`config.mk`:
```
export PLATFORM = sky130hd
export DESIGN_NAME = eth_rx_dispatch
export DESIGN_NICKNAME = d
export VERILOG_FILES = /design/src/rtl/eth_pkg.sv /design/src/rtl/rx_delay_line.sv /design/src/rtl/eth_rx_dispatch.sv
export SDC_FILE = /design/constraint.sdc
export NUM_CORES = 1
export LEC_CHECK = 0
export ABC_AREA = 1
export CORE_ASPECT_RATIO = 0.9
export CORE_MARGIN = 2
export CORE_UTILIZATION = 30
export DETAILED_ROUTE_END_ITERATION = 6
export GPL_TIMING_DRIVEN = 1
export PLACE_DENSITY = 0.52
export SYNTH_ARGS = -nofsm -noshare
export SYNTH_HDL_FRONTEND = slang
export SYNTH_SLANG_ARGS = --single-unit
```
`constraint.sdc`:
```
create_clock -name mac_rxc -period 1.9 [get_ports mac_rxc]
set_input_delay 0.19 -clock mac_rxc [delete_from_list [all_inputs] [get_ports mac_rxc]]
set_output_delay 0.19 -clock mac_rxc [all_outputs]
set_load 0.02 [all_outputs]
```
`src/rtl/eth_pkg.sv`:
```
// Shared Ethernet receive constants, route and parser state types.
// Also holds a saturating 16-bit increment used by the statistics counters.
package eth_pkg;

  localparam logic [7:0]  ETH_PREAMBLE = 8'h55;
  localparam logic [7:0]  ETH_SFD      = 8'hD5;
  localparam logic [15:0] ETH_TYPE_ARP = 16'h0806;
  localparam logic [15:0] ETH_TYPE_IP  = 16'h0800;
  localparam logic [47:0] ETH_BCAST    = 48'hFFFF_FFFF_FFFF;
  localparam int          ETH_HDR_LEN  = 22;

  typedef enum logic [1:0] {
    RT_DROP,
    RT_ARP,
    RT_UDP
  } route_t;

  typedef enum logic [2:0] {
    ST_IDLE,
    ST_PRE,
    ST_DST,
    ST_SRC,
    ST_TYPE,
    ST_BODY,
    ST_DROP
  } parser_state_t;

  function automatic logic [15:0] sat_inc16(input logic [15:0] v);
    return (v == 16'hFFFF) ? v : v + 16'd1;
  endfunction

endpackage

```
`src/rtl/rx_delay_line.sv`:
```
// Fixed-depth shift register; every entry moves one stage per clock.
// i_clr empties the whole line on the next edge.
module rx_delay_line #(
  parameter int DEPTH = 22,
  parameter int WIDTH = 9
) (
  input  logic             i_clk,
  input  logic             i_clr,
  input  logic [WIDTH-1:0] i_d,
  output logic [WIDTH-1:0] o_q
);

  logic [WIDTH-1:0] r_line [DEPTH];

  always_ff @(posedge i_clk) begin
    if (i_clr) begin
      for (int i = 0; i < DEPTH; i++) r_line[i] <= '0;
    end else begin
      r_line[0] <= i_d;
      for (int i = 1; i < DEPTH; i++) r_line[i] <= r_line[i-1];
    end
  end

  assign o_q = r_line[DEPTH-1];

endmodule

```
`src/rtl/eth_rx_dispatch.sv`:
```
// GMII receive dispatcher: parses the header, then forwards the delayed frame to
// the ARP or UDP receiver; also tracks ARP replies and checks the UDP test pattern.
module eth_rx_dispatch
  import eth_pkg::*;
#(
  parameter logic [47:0] LOCAL_MAC = 48'h00_11_22_33_44_55,
  parameter int          HDR_LEN   = ETH_HDR_LEN,
  parameter logic [15:0] CHK_SEED  = 16'h5566
) (
  input  logic          mac_rxc,
  input  logic          rstn,
  input  logic [7:0]    mac_rxd,
  input  logic          mac_rxdv,
  output logic [7:0]    arp_mac_rxd,
  output logic          arp_mac_rxdv,
  output logic [7:0]    udp_mac_rxd,
  output logic          udp_mac_rxdv,
  input  logic          arp_rx_op,
  input  logic          arp_rx_done,
  input  logic [15:0]   udp_rx_data,
  input  logic          udp_rx_data_en,
  output logic          arp_reply_seen,
  output logic [15:0]   chk_word_cnt,
  output logic [15:0]   chk_err_cnt,
  output logic [15:0]   drop_cnt,
  output parser_state_t o_dbg_state
);

  // Streams: *_rxdv qualifies *_rxd in the same cycle; there is no backpressure,
  // so a byte is transferred on every rising edge where dv=1.

  localparam logic [4:0] IDX_SFD     = 5'd7;
  localparam logic [4:0] IDX_DST_END = 5'd13;
  localparam logic [4:0] IDX_SRC_END = 5'd19;
  localparam logic [4:0] IDX_TYPE_HI = 5'd20;
  localparam logic [4:0] IDX_BODY    = 5'(HDR_LEN);

  parser_state_t r_state, w_state_nxt;
  logic [4:0]    r_idx, w_idx_nxt, w_idx_inc;
  logic          r_dv_d;
  logic          r_dst_uc, w_dst_uc_nxt;
  logic          r_dst_bc, w_dst_bc_nxt;
  logic [7:0]    r_type_hi, w_type_hi_nxt;
  logic [15:0]   w_type;
  route_t        r_route, w_route_nxt, w_route_now;
  logic          w_drop_inc;
  logic [7:0]    w_mac_byte;

  route_t        r_out_route, w_sel;
  logic          r_dl_dv_d;
  logic [8:0]    w_dl_q;
  logic          w_dl_dv, w_dl_rise;

  logic [15:0]   r_drop_cnt, r_word_cnt, r_err_cnt, r_exp;
  logic          r_reply_seen;

  always_comb begin
    w_mac_byte = 8'h00;
    case (r_idx)
      5'd8:    w_mac_byte = LOCAL_MAC[47:40];
      5'd9:    w_mac_byte = LOCAL_MAC[39:32];
      5'd10:   w_mac_byte = LOCAL_MAC[31:24];
      5'd11:   w_mac_byte = LOCAL_MAC[23:16];
      5'd12:   w_mac_byte = LOCAL_MAC[15:8];
      5'd13:   w_mac_byte = LOCAL_MAC[7:0];
      default: w_mac_byte = 8'h00;
    endcase
  end

  assign w_idx_inc = r_idx + 5'd1;
  assign w_type    = {r_type_hi, mac_rxd};

  always_comb begin
    w_state_nxt   = r_state;
    w_idx_nxt     = r_idx;
    w_dst_uc_nxt  = r_dst_uc;
    w_dst_bc_nxt  = r_dst_bc;
    w_type_hi_nxt = r_type_hi;
    w_route_nxt   = r_route;
    w_drop_inc    = 1'b0;
    case (r_state)
      ST_IDLE: begin
        if (mac_rxdv && !r_dv_d) begin
          w_idx_nxt    = 5'd1;
          w_dst_uc_nxt = 1'b1;
          w_dst_bc_nxt = 1'b1;
          if (mac_rxd == ETH_PREAMBLE) begin
            w_state_nxt = ST_PRE;
          end else begin
            w_state_nxt = ST_DROP;
            w_route_nxt = RT_DROP;
            w_drop_inc  = 1'b1;
          end
        end
      end
      ST_PRE: begin
        w_idx_nxt = w_idx_inc;
        if (!mac_rxdv) begin
          w_state_nxt = ST_IDLE;
          w_route_nxt = RT_DROP;
          w_drop_inc  = 1'b1;
        end else if ((r_idx == IDX_SFD) ? (mac_rxd != ETH_SFD) : (mac_rxd != ETH_PREAMBLE)) begin
          w_state_nxt = ST_DROP;
          w_route_nxt = RT_DROP;
          w_drop_inc  = 1'b1;
        end else if (r_idx == IDX_SFD) begin
          w_state_nxt = ST_DST;
        end
      end
      ST_DST: begin
        w_idx_nxt    = w_idx_inc;
        w_dst_uc_nxt = r_dst_uc & (mac_rxd == w_mac_byte);
        w_dst_bc_nxt = r_dst_bc & (mac_rxd == ETH_BCAST[7:0]);
        if (!mac_rxdv) begin
          w_state_nxt = ST_IDLE;
          w_route_nxt = RT_DROP;
          w_drop_inc  = 1'b1;
        end else if (r_idx == IDX_DST_END) begin
          w_state_nxt = ST_SRC;
        end
      end
      ST_SRC: begin
        w_idx_nxt = w_idx_inc;
        if (!mac_rxdv) begin
          w_state_nxt = ST_IDLE;
          w_route_nxt = RT_DROP;
          w_drop_inc  = 1'b1;
        end else if (r_idx == IDX_SRC_END) begin
          w_state_nxt = ST_TYPE;
        end
      end
      ST_TYPE: begin
        w_idx_nxt = w_idx_inc;
        if (!mac_rxdv) begin
          w_state_nxt = ST_IDLE;
          w_route_nxt = RT_DROP;
          w_drop_inc  = 1'b1;
        end else if (r_idx == IDX_TYPE_HI) begin
          w_type_hi_nxt = mac_rxd;
        end else begin
          w_state_nxt = ST_BODY;
          if ((r_dst_uc || r_dst_bc) && w_type == ETH_TYPE_ARP) begin
            w_route_nxt = RT_ARP;
          end else if ((r_dst_uc || r_dst_bc) && w_type == ETH_TYPE_IP) begin
            w_route_nxt = RT_UDP;
          end else begin
            w_route_nxt = RT_DROP;
            w_drop_inc  = 1'b1;
          end
        end
      end
      ST_BODY: begin
        // A frame ending right after its header has nothing to deliver.
        if (r_idx == IDX_BODY) begin
          w_idx_nxt = w_idx_inc;
          if (!mac_rxdv && r_route != RT_DROP) begin
            w_route_nxt = RT_DROP;
            w_drop_inc  = 1'b1;
          end
        end
        if (!mac_rxdv) w_state_nxt = ST_IDLE;
      end
      ST_DROP: begin
        if (!mac_rxdv) w_state_nxt = ST_IDLE;
      end
      default: w_state_nxt = ST_IDLE;
    endcase
  end

  rx_delay_line #(
    .DEPTH (HDR_LEN),
    .WIDTH (9)
  ) u_delay (
    .i_clk (mac_rxc),
    .i_clr (!rstn),
    .i_d   ({mac_rxdv, mac_rxd}),
    .o_q   (w_dl_q)
  );

  // Byte 0 exits the line in the same cycle the 22-byte-frame veto is known.
  assign w_route_now = (r_state == ST_BODY && r_idx == IDX_BODY && !mac_rxdv) ? RT_DROP : r_route;
  assign w_dl_dv     = w_dl_q[8];
  assign w_dl_rise   = w_dl_dv && !r_dl_dv_d;
  assign w_sel       = w_dl_rise ? w_route_now : r_out_route;

  assign arp_mac_rxdv = w_dl_dv && (w_sel == RT_ARP);
  assign udp_mac_rxdv = w_dl_dv && (w_sel == RT_UDP);
  assign arp_mac_rxd  = arp_mac_rxdv ? w_dl_q[7:0] : 8'h00;
  assign udp_mac_rxd  = udp_mac_rxdv ? w_dl_q[7:0] : 8'h00;

  always_ff @(posedge mac_rxc) begin
    if (!rstn) begin
      r_state      <= ST_IDLE;
      r_idx        <= 5'd0;
      r_dv_d       <= 1'b1;  // a frame already running at release is not a rising edge
      r_dst_uc     <= 1'b0;
      r_dst_bc     <= 1'b0;
      r_type_hi    <= 8'h00;
      r_route      <= RT_DROP;
      r_out_route  <= RT_DROP;
      r_dl_dv_d    <= 1'b0;
      r_drop_cnt   <= 16'h0000;
      r_word_cnt   <= 16'h0000;
      r_err_cnt    <= 16'h0000;
      r_exp        <= CHK_SEED;
      r_reply_seen <= 1'b0;
    end else begin
      r_state   <= w_state_nxt;
      r_idx     <= w_idx_nxt;
      r_dv_d    <= mac_rxdv;
      r_dst_uc  <= w_dst_uc_nxt;
      r_dst_bc  <= w_dst_bc_nxt;
      r_type_hi <= w_type_hi_nxt;
      r_route   <= w_route_nxt;
      r_dl_dv_d <= w_dl_dv;
      if (w_dl_rise) r_out_route <= w_route_now;
      if (w_drop_inc) r_drop_cnt <= sat_inc16(r_drop_cnt);
      if (arp_rx_done && !arp_rx_op) r_reply_seen <= 1'b1;
      if (udp_rx_data_en) begin
        r_word_cnt <= sat_inc16(r_word_cnt);
        if (udp_rx_data == r_exp) begin
          r_exp <= r_exp + 16'd1;
        end else begin
          r_err_cnt <= sat_inc16(r_err_cnt);
          r_exp     <= udp_rx_data + 16'd1;
        end
      end
    end
  end

  assign drop_cnt       = r_drop_cnt;
  assign chk_word_cnt   = r_word_cnt;
  assign chk_err_cnt    = r_err_cnt;
  assign arp_reply_seen = r_reply_seen;
  assign o_dbg_state    = r_state;

endmodule

```
# After elaboration in Yosys (flattened, before gate mapping)
# Memories as Yosys holds them, arrays and structs flattened.
# Index checks and enable logic that the tools add are counted.
# W data, S select, Z words.
dict set report totals {
  reg_bits 89
  mem_bits_rw 198
  in_bits 30
  output_inout_bits 70
  word_cells 193
  n_memories 1
}
dict set report classes {
  add_sub_neg 6
  n_eq_ne 39
  mux 74
  bitwise 28
  n_reduce_logical 31
}
# name words width read_ports rd_clocked_by_memory_dff wr line
set mem_list {}
lappend mem_list {u_delay.r_line 22 9 22 0 22 rx_delay_line.sv:13} ;# logic [WIDTH-1:0] r_line [DEPTH];
# op n
set ops {}
lappend ops {{$mux W9} 22}
lappend ops {{$add A16 B1 Y16 const B} 5}
lappend ops {{$eq A16 B16 Y1 const B} 3}
lappend ops {{$mux W3} 12}
lappend ops {{$pmux W7 S5} 1}
lappend ops {{$eq A16 B12 Y1 const B} 2}
lappend ops {{$mux W2} 13}
lappend ops {{$eq A5 B4 Y1 const B} 5}
lappend ops {{$or A1 B1 Y1} 22}
lappend ops {{$pmux W3 S6} 1}
lappend ops {{$eq A16 B16 Y1} 1}
lappend ops {{$mux W16} 1}
lappend ops {{$mux W8} 2}
lappend ops {{$eq A5 B5 Y1 const B} 3}
lappend ops {{$mux W1} 15}
lappend ops {{$pmux W5 S3} 1}
lappend ops {{$ne A2 B2 Y1 const B} 6}
lappend ops {{$ne A3 B3 Y1 const B} 4}
lappend ops {{$logic_and A1 B1 Y1} 10}
lappend ops {{$mux W5} 2}
lappend ops {{$pmux W2 S5} 1}
lappend ops {{$eq A3 B3 Y1 const B} 3}
lappend ops {{$reduce_and A3 Y1} 3}
lappend ops {{$eq A8 B7 Y1 const B} 1}
lappend ops {{other kinds (26)} 39}

# Logic depth before layout (Yosys ltp)
# Gate-level depths: netlist of run 1.
dict set report logic_depth {
  word_depth 8
  mapped_depth 14
  mapped_depth_nobuf 13
}

# Hierarchy
# A second synthesis of run 1 with hierarchy kept.
dict set report hier_totals {
  hier_cells 1430
  area_unflattened_um2 11108.2
}
# module instances cells_per_inst area_per_inst_um2 seq_area_each_um2
set by_module_without_submodules {}
lappend by_module_without_submodules {rx_delay_line 1 625 5715.5 3963.8}
lappend by_module_without_submodules {eth_rx_dispatch 1 805 5392.7 1781.7}

# Least setup slack after synthesis of run 1
# No wires, ideal clock.
dict set report synth_timing {
  kind {reg2out}
  startpoint {register r_state[0] (netlist: o_dbg_state[0])}
  endpoint {output arp_mac_rxd[0]}
  arrival_ps 1583
  t_required_ps 1710
  path_slack_ps 127
  stages_incl_launch_ff 9
  path_buffers 0
  cell_sequence {dfxtp_1 -> nand2_1 -> nor2_1 -> nand3_1 -> nand3_1 -> nand2_1 -> inv_1 -> nand3_2 -> nor2_1}
}
dict set report synth_via {
  elab_chain_len 8
}
# element line
set synth_rtl {}
lappend synth_rtl {{start, declared} eth_rx_dispatch.sv:38} ;# parser_state_t r_state, w_state_nxt;
lappend synth_rtl {{start signal, assigned} eth_rx_dispatch.sv:208} ;# r_state <= w_state_nxt;
lappend synth_rtl {{$eq A3 B3 Y1} eth_rx_dispatch.sv:181} ;# assign w_route_now = (r_state == ST_BODY && r_idx == IDX_BODY && !mac_rxdv) ? RT_DROP : r_route;
lappend synth_rtl {{$logic_and A1 B1 Y1 (2 in a row)} eth_rx_dispatch.sv:181}
lappend synth_rtl {{$mux W2} eth_rx_dispatch.sv:181}
lappend synth_rtl {{$mux W2} n/a}
lappend synth_rtl {{$eq A2 B1 Y1} eth_rx_dispatch.sv:186} ;# assign arp_mac_rxdv = w_dl_dv && (w_sel == RT_ARP);
lappend synth_rtl {{$logic_and A1 B1 Y1} eth_rx_dispatch.sv:186}
lappend synth_rtl {{$mux W8} eth_rx_dispatch.sv:188} ;# assign arp_mac_rxd = arp_mac_rxdv ? w_dl_q[7:0] : 8'h00;
lappend synth_rtl {{end, declared} eth_rx_dispatch.sv:14} ;# output logic [7:0] arp_mac_rxd,
# Every way passes these cells.

# Worst setup path after layout of run 1
dict set report layout_timing {
  startpoint {register r_idx[0]}
  endpoint {output arp_mac_rxd[5]}
}
dict set report layout_via {
  elab_chain_len 8
}
# element line
set layout_rtl {}
lappend layout_rtl {{start, declared} eth_rx_dispatch.sv:39} ;# logic [4:0] r_idx, w_idx_nxt, w_idx_inc;
lappend layout_rtl {{start signal, assigned} eth_rx_dispatch.sv:209} ;# r_idx <= w_idx_nxt;
lappend layout_rtl {{$eq A5 B5 Y1} eth_rx_dispatch.sv:181}
lappend layout_rtl {{$logic_and A1 B1 Y1 (2 in a row)} eth_rx_dispatch.sv:181}
lappend layout_rtl {{$mux W2} eth_rx_dispatch.sv:181}
lappend layout_rtl {{$mux W2} n/a}
lappend layout_rtl {{$eq A2 B1 Y1} eth_rx_dispatch.sv:186}
lappend layout_rtl {{$logic_and A1 B1 Y1} eth_rx_dispatch.sv:186}
lappend layout_rtl {{$mux W8} eth_rx_dispatch.sv:188}
# Every way passes these cells.

==> results of run 1 <==
[final timing paths]
check | from | to | slack [ns] | cells past startpoint
max | r_idx[0] | arp_mac_rxd[5] | -0.25 | 11
min | arp_rx_op | arp_reply_seen | 0.25 | 4
max reg2reg | r_idx[0] | drop_cnt[15] | 0.08 | 12
min reg2reg | u_delay.r_line[1][4] | u_delay.r_line[1][13] | 0.39 | 2
[per-stage QoR]
stage / setup TNS (ns) / utilization, % / setup WS, ns / cell area, um^2 / total power [uW]
3_5_place_dp: -12.16 / 36.2 / -0.416 / 13100 / 8060
5_1_grt: -6.33 / 40.1 / -0.373 / 14500 / 14800
6_report: -4.18 / 40.1 / -0.255 / 14500 / 14100
4_1_cts: -4.42 / 39.6 / -0.277 / 14300 / 14200
2_1_floorplan: 0 / - / 0.127 / 11000 / 7380
3_3_place_gp: -10.74 / 36.2 / -0.347 / 13100 / 8060
[power by group through the flow]
stage	Clock [uW]	Sequential, uW	Combinational (uW)
after detailed placement	0	6370	1690
after CTS	6230	6250	1720
after global routing	6460	6270	2050
after floorplan	0	6440	943
final	6000	6250	1850
after global placement	0	6370	1690
[worst min-delay path, delay by kind of cell]
kind	cells	cell delay (ns)
AO/OA/AOI/OAI	1	0.05
buffers and inverters	2	0.44
AND/OR/NAND/NOR	1	0.08
[repair_timing]
item	4_1_cts	5_1_grt
hold buffers	1	0
setup buffers	6	1
endpoints found under the hold margin	20	0
pin swaps	8	7
gates cloned	2	2
resized for setup	129	50
endpoints found under the setup margin	21	51
[synthesized netlist by cell type, types with 2 or more instances]
cell type / n
nor3_1: 24
nand4_1: 16
nand3_2: 6
inv_2: 4
nand3_1: 85
xnor2_1: 10
nor3b_1: 2
buf_6: 4
xor2_1: 32
nand2_1: 361
o211ai_1: 3
buf_2: 8
o21ai_0: 49
inv_1: 299
a21oi_1: 73
o21ai_1: 2
dfxtp_1: 287
buf_1: 2
nor2_1: 115
ha_1: 8
nor3_2: 2
clkbuf_1: 32
a31oi_1: 2
nand2_2: 4
nor2_2: 4
nor4_1: 3
[logic make-up after synthesis]
group	Yosys count	synth area share (%)
AND/OR/NAND/NOR	628	24.2
buffers and inverters	353	12.6
flip-flops	287	52.4
AO/OA/AOI/OAI	134	6.48
XOR/XNOR	42	3.36
adder cells (fa/ha/maj)	8	0.914
[layer usage]
metal	up-vias	track usage, %
met5	-	0
met3	35	1.95
met1	3890	16.4
li1	4756	-
met2	172	18.3
met4	0	3.34
[cell type report]
cell class / count / area [um^2] / share of cell area, %
clock buffer: 42 / 896 / 6.19
clock inverter: 10 / 149 / 1.03
inverter: 305 / 1160 / 8.01
multi-input combinational: 815 / 4080 / 28.2
sequential: 287 / 5750 / 39.7
tap: 476 / 596 / 4.12
timing repair buffer: 200 / 1840 / 12.7
[registers in the layout, summed over array words and instances (netlist names), 2 cells and up]
name            count
r_type_hi           8
chk_word_cnt       16
r_route             2
drop_cnt           16
o_dbg_state         3
u_delay.r_line    198
r_exp              16
chk_err_cnt        16
r_idx               5
r_out_route         2
==> impl_metrics.json, run 1 <==
{
  "fmax_mhz": 464,
  "synth_seq_area_share_pct": 52.4,
  "critical_path.top_delay_family": "simple AND/OR/NAND/NOR gates",
  "final_cell_mix": "358 x nand2_1, 294 x inv_1, 283 x dfxtp_1",
  "power.share.switching_pct": 24.8,
  "p_leak_uw": 0.00739,
  "top_level_ports": 100,
  "die_w_um": 205,
  "dp.cells": 2071,
  "seqPwrFrac_pct": 44.3,
  "place.gp.congestion": 0.866,
  "violations": "negative setup slack",
  "final-setup-viol-count": 18,
  "synth-seq-cells": 287,
  "synthTopCellsByArea": "dfxtp_1 52%, nand2_1 12%, inv_1 10%",
  "synthCells": 1452,
  "start_kind": "flop",
  "clkSinkCount": 287,
  "pwr-share-comb_pct": 13.1,
  "synth_area_per_cell_um2": 7.55,
  "grt_pass1_wl_mm": 37.4,
  "path_clk_slew_ns": 0.06,
  "fill_cells": 3677,
  "vdd_ir_drop_max_mv": 0.749,
  "wl_per_cell_um": 10.5,
  "grt_util_all_layers_pct": 11.7,
  "clockPowerShare_pct": 42.5,
  "nets": 1677,
  "synth_edf_count": 0,
  "crit_fanout": 4,
  "ctsLongestPathBuffers": 3,
  "hpwl_mm": 15.2,
  "slowest_delay_ns": 0.33,
  "slew_violations": 0,
  "yosysTopAreaCell": "dfxtp_1",
  "hp-class": "in -> reg",
  "htree_num_levels": 1,
  "maxCapViolations": 0,
  "status": "finished with violations",
  "crit_chain": "inv_2 > ha_4 > nand3_4 > inv_4 > nand3_4 > nand3_4 > nand2_4 > buf_12 > nand3_4 > nor2_1 > buf_4",
  "synth_top_area_share_pct": 52.4,
  "start_util_pct": 30.4,
  "grt_setup_unrepaired": "yes",
  "numCtsBuffers": 30,
  "min_period_ns": 2.15,
  "drive_above_1_share_pct": 14.2,
  "synth_ff_type": "dfxtp_1",
  "root_buffer": "clkbuf_16",
  "end_kind": "output port",
  "synthArstFlopShare_pct": 0,
  "finalCritPeriodShare_pct": 113,
  "layout_commonest_cell": "nand2_1",
  "fin_cells": 2135,
  "holdWs_ns": 0.249,
  "worstMarginPinSlew_ns": 0.455,
  "insertion_delay_ns": 0.55,
  "vias": 8853,
  "hold_viol": 0,
  "place.port_buffers": 99,
  "wl_met3_mm": 1.07,
  "netlist_area_um2": 11000,
  "slew_headroom_pct": 69.5,
  "crit_path_frequent_cell": "nand3_4",
  "wl_met2_mm": 9.41,
  "routed_wl_mm": 22.3,
  "syn2layout_area_growth_pct": 32.1,
  "skew_ns": 0.0211,
  "ys_warn_count": 0,
  "rows": 66,
  "grt_pass1_vias": 7851,
  "worst_slack_ns": -0.255,
  "power_switching_uw": 3500,
  "top_layer": "met4",
  "first_iter_violations": 435,
  "n_antenna_cell": 0,
  "ant_nets": 0,
  "cpMaxStageDelayCell": "dfxtp_2",
  "cts_tree": "yes",
  "synth_cell_types": 41,
  "crit_required_ns": 1.71,
  "p_per_area_nw_per_um2": 975,
  "core_area_um2": 36100,
  "first_pass_iters": 5,
  "p_int_uw": 10600,
  "die_area_um2": 38100,
  "syn-num-nets": 1490,
  "viasPerCell": 4.15,
  "drt-met1-wl_mm": 11.3,
  "critPathArrivalTime_ns": 1.96,
  "critPathBufInv": 4,
  "drc": 0,
  "grt_max_degree": 104,
  "die_h_um": 185,
  "antenna_found_initial": 0,
  "grt-ovfl-total": 0,
  "critical_path_class": "reg -> out"
}
(Power assumes the default switching activity.)
==> run 2: changes to the inputs <==
--- a/config.mk
+++ b/config.mk
@@ -5,13 +5,11 @@
 export SDC_FILE = /design/constraint.sdc
 export NUM_CORES = 1
 export LEC_CHECK = 0
-export ABC_AREA = 1
 export CORE_ASPECT_RATIO = 0.9
 export CORE_MARGIN = 2
 export CORE_UTILIZATION = 30
 export DETAILED_ROUTE_END_ITERATION = 6
 export GPL_TIMING_DRIVEN = 1
-export PLACE_DENSITY = 0.52
 export SYNTH_ARGS = -nofsm -noshare
 export SYNTH_HDL_FRONTEND = slang
 export SYNTH_SLANG_ARGS = --single-unit
==> run 2 against run 1 <==
Net effect:
- the run still ends with negative setup slack left
- register-to-register slack got worse by 0.40 ns
- wire length decreased by 8.7%
- via count decreased by 18%
- critical path depth decreased by 1
- critical endpoint is now arp_mac_rxd[3]
- largest power group unchanged
- highest routed layer unchanged
==> impl_metrics.json, run 2 <==
{
  "insertion_delay_ns": 0.55,
  "viasPerCell": 4.39,
  "critical_path.top_delay_family": "simple AND/OR/NAND/NOR gates",
  "power_switching_uw": 3260,
  "holdWs_ns": 0.130,
  "numCtsBuffers": 30,
  "layout_commonest_cell": "dfxtp_1",
  "htree_num_levels": 1,
  "crit_fanout": 9,
  "nets": 1251,
  "n_antenna_cell": 0,
  "wl_met2_mm": 8.84,
  "vdd_ir_drop_max_mv": 0.548,
  "top_layer": "met4",
  "core_area_um2": 33000,
  "ant_nets": 0,
  "cts_tree": "yes",
  "synth_ff_type": "dfxtp_1",
  "largest_reg_flops": 198,
  "r2r_setup_slack_ns": -0.32,
  "pwr-share-comb_pct": 12.4,
  "drc": 0,
  "drive_above_1_share_pct": 23.2,
  "synth-seq-cells": 287,
  "dp.cells": 1587,
  "fin_cells": 1656,
  "grt_pass1_vias": 6942,
  "critPathBufInv": 3,
  "critical_path_class": "reg -> out",
  "vias": 7272,
  "worst_slack_ns": -0.921,
  "clockPowerShare_pct": 42.8,
  "cpMaxStageDelayCell": "or4b_4",
  "synthCells": 1016,
  "slew_violations": 0,
  "first_iter_violations": 310,
  "worstMarginPinSlew_ns": 0.412,
  "maxCapViolations": 0,
  "drt-met1-wl_mm": 9.83,
  "slew_headroom_pct": 72.3,
  "ctsLongestPathBuffers": 3,
  "synth_area_per_cell_um2": 9.92,
  "final_cell_mix": "266 x dfxtp_1, 199 x and2_1, 100 x buf_4",
  "clkSinkCount": 287,
  "synth_edf_count": 0,
  "critPathArrivalTime_ns": 2.63,
  "die_area_um2": 35100,
  "path_clk_slew_ns": 0.06,
  "synth_cell_types": 50,
  "skew_ns": 0.0249,
  "synthTopCellsByCount": "287 x dfxtp_1, 216 x and2_1, 89 x nor2_1",
  "synth_top_area_share_pct": 57.0,
  "post-synth-top-count-cell": "dfxtp_1",
  "grt_setup_unrepaired": "yes",
  "grt_pass1_wl_mm": 33.6,
  "netlist_area_um2": 10100,
  "place.port_buffers": 99,
  "min_path_cells": 3,
  "syn2layout_area_growth_pct": 38.2,
  "grt_util_all_layers_pct": 11.4,
  "first_pass_iters": 4,
  "finalPower_uw": 13800,
  "root_buffer": "clkbuf_16",
  "wl_per_cell_um": 12.3,
  "violations": "negative setup slack",
  "slowest_delay_ns": 0.52,
  "die_w_um": 197,
  "final-setup-viol-count": 39,
  "status": "finished with violations",
  "seqPwrFrac_pct": 44.9,
  "ys_warn_count": 0,
  "syn-num-nets": 1054,
  "synthArstFlopShare_pct": 0,
  "top_register": "u_delay.r_line",
  "end_kind": "output port",
  "crit_cells": 10,
  "synthTopCellsByArea": "dfxtp_1 57%, and2_1 13%, xnor2_1 3.7%",
  "hpwl_mm": 12.8,
  "fill_cells": 3159,
  "rows": 63,
  "ctsHoldBuffers": 0,
  "routed_wl_mm": 20.4,
  "antenna_found_initial": 0,
  "power.share.switching_pct": 23.6,
  "grt_max_degree": 138,
  "p_leak_uw": 0.00555,
  "start_kind": "flop",
  "rr_worst_depth": 11,
  "yosysTopAreaCell": "dfxtp_1",
  "start_util_pct": 30.5,
  "top_level_ports": 100,
  "fmax_mhz": 354,
  "worst_r2r_endpoint": "drop_cnt[2]",
  "grt-ovfl-total": 0,
  "hp-class": "in -> reg",
  "startpoint": "r_idx[0]",
  "min_period_ns": 2.82,
  "p_int_uw": 10600,
  "place.gp.congestion": 0.852,
  "p_per_area_nw_per_um2": 994,
  "synth_seq_area_share_pct": 57.0,
  "finalCritPeriodShare_pct": 148,
  "wl_met3_mm": 1.29,
  "hold_viol": 0,
  "crit_chain": "inv_2 > ha_4 > nand4b_1 > or4b_4 > and3_4 > a21oi_4 > and3b_2 > buf_12 > and2_4 > buf_6",
  "die_h_um": 178,
  "cp-endpoint": "arp_mac_rxd[3]",
  "final_core_util_pct": 42.2,
  "reg2reg_from": "r_idx[0]",
  "crit_required_ns": 1.71
}
## run 2: cell families (layout without fill, tap and decap cells)
| group | after synthesis | after routing | synth area share, % |
|---|---|---|---|
| and+or+nand+nor | 502 | 502 | 27.6 |
| DFF | 287 | 287 | 57.0 |
| AOI/OAI and AO/OA | 77 | 77 | 4.67 |
| xor gates and xnor gates | 65 | 65 | 5.65 |
| buffers and inverters | 59 | 277 | 2.30 |
| muxes | 18 | 18 | 1.79 |
| adders and majority gates | 8 | 8 | 0.993 |
## run 2: timing repair
action                     in CTS  in global routing
setup endpoints to repair      54                 62
cloned                          1                  2
setup buffers                  20                 10
gates resized for setup       120                 64
pin swaps                      20                 49
## run 2: tightest hold or removal path: stages
cell	delay [ns]
buf_4	0.14
buf_12	0.18
nand2_1	0.09
## run 2: through the flow
stage	setup slack, ns	area (um^2)	setup TNS, ns
final	-0.921	13900	-20.88
after global routing	-1.04	13900	-25.79
after CTS	-0.966	13600	-30.44
after detailed placement	-0.983	12400	-35.02
after global placement	-0.962	12400	-34.11
after floorplan	-0.311	10300	-6.70
## run 2: how the worst min path moves through the flow
stage	startpoint	end	slack (ns)
2_1_floorplan	udp_rx_data[0]	r_exp[0]	0.29
3_3_place_gp	u_delay.r_line[0][30]	u_delay.r_line[0][39]	0.41
3_5_place_dp	u_delay.r_line[0][30]	u_delay.r_line[0][39]	0.41
4_1_cts	rstn	r_exp[6]	0.09
5_1_grt	rstn	r_exp[14]	0.13
6_report	rstn	r_exp[6]	0.13
## run 2: cell type report
type                       count  area (um^2)  share of cell area [%]
sequential                   287         5770                    41.4
multi-input combinational    670         4550                    32.7
timing repair buffer         212         2020                    14.5
clock buffer                  43          871                    6.25
tap                          422          528                    3.79
clock inverter                10          139                   0.997
inverter                      12         45.0                   0.323
## run 2: metal layers
metal | up-vias | track usage (%)
met2 | 112 | 17.8
met3 | 31 | 3.36
met4 | 0 | 3.51
li1 | 3722 | -
met5 | - | 0
met1 | 3407 | 15.2
## run 2: power groups by stage
stage / combinational (uW) / sequential, uW / clock, uW
after CTS: 1540 / 6200 / 6140
after detailed placement: 1360 / 6340 / 0
after global placement: 1350 / 6330 / 0
after floorplan: 705 / 6400 / 0
after global routing: 1850 / 6220 / 6380
final: 1720 / 6210 / 5920
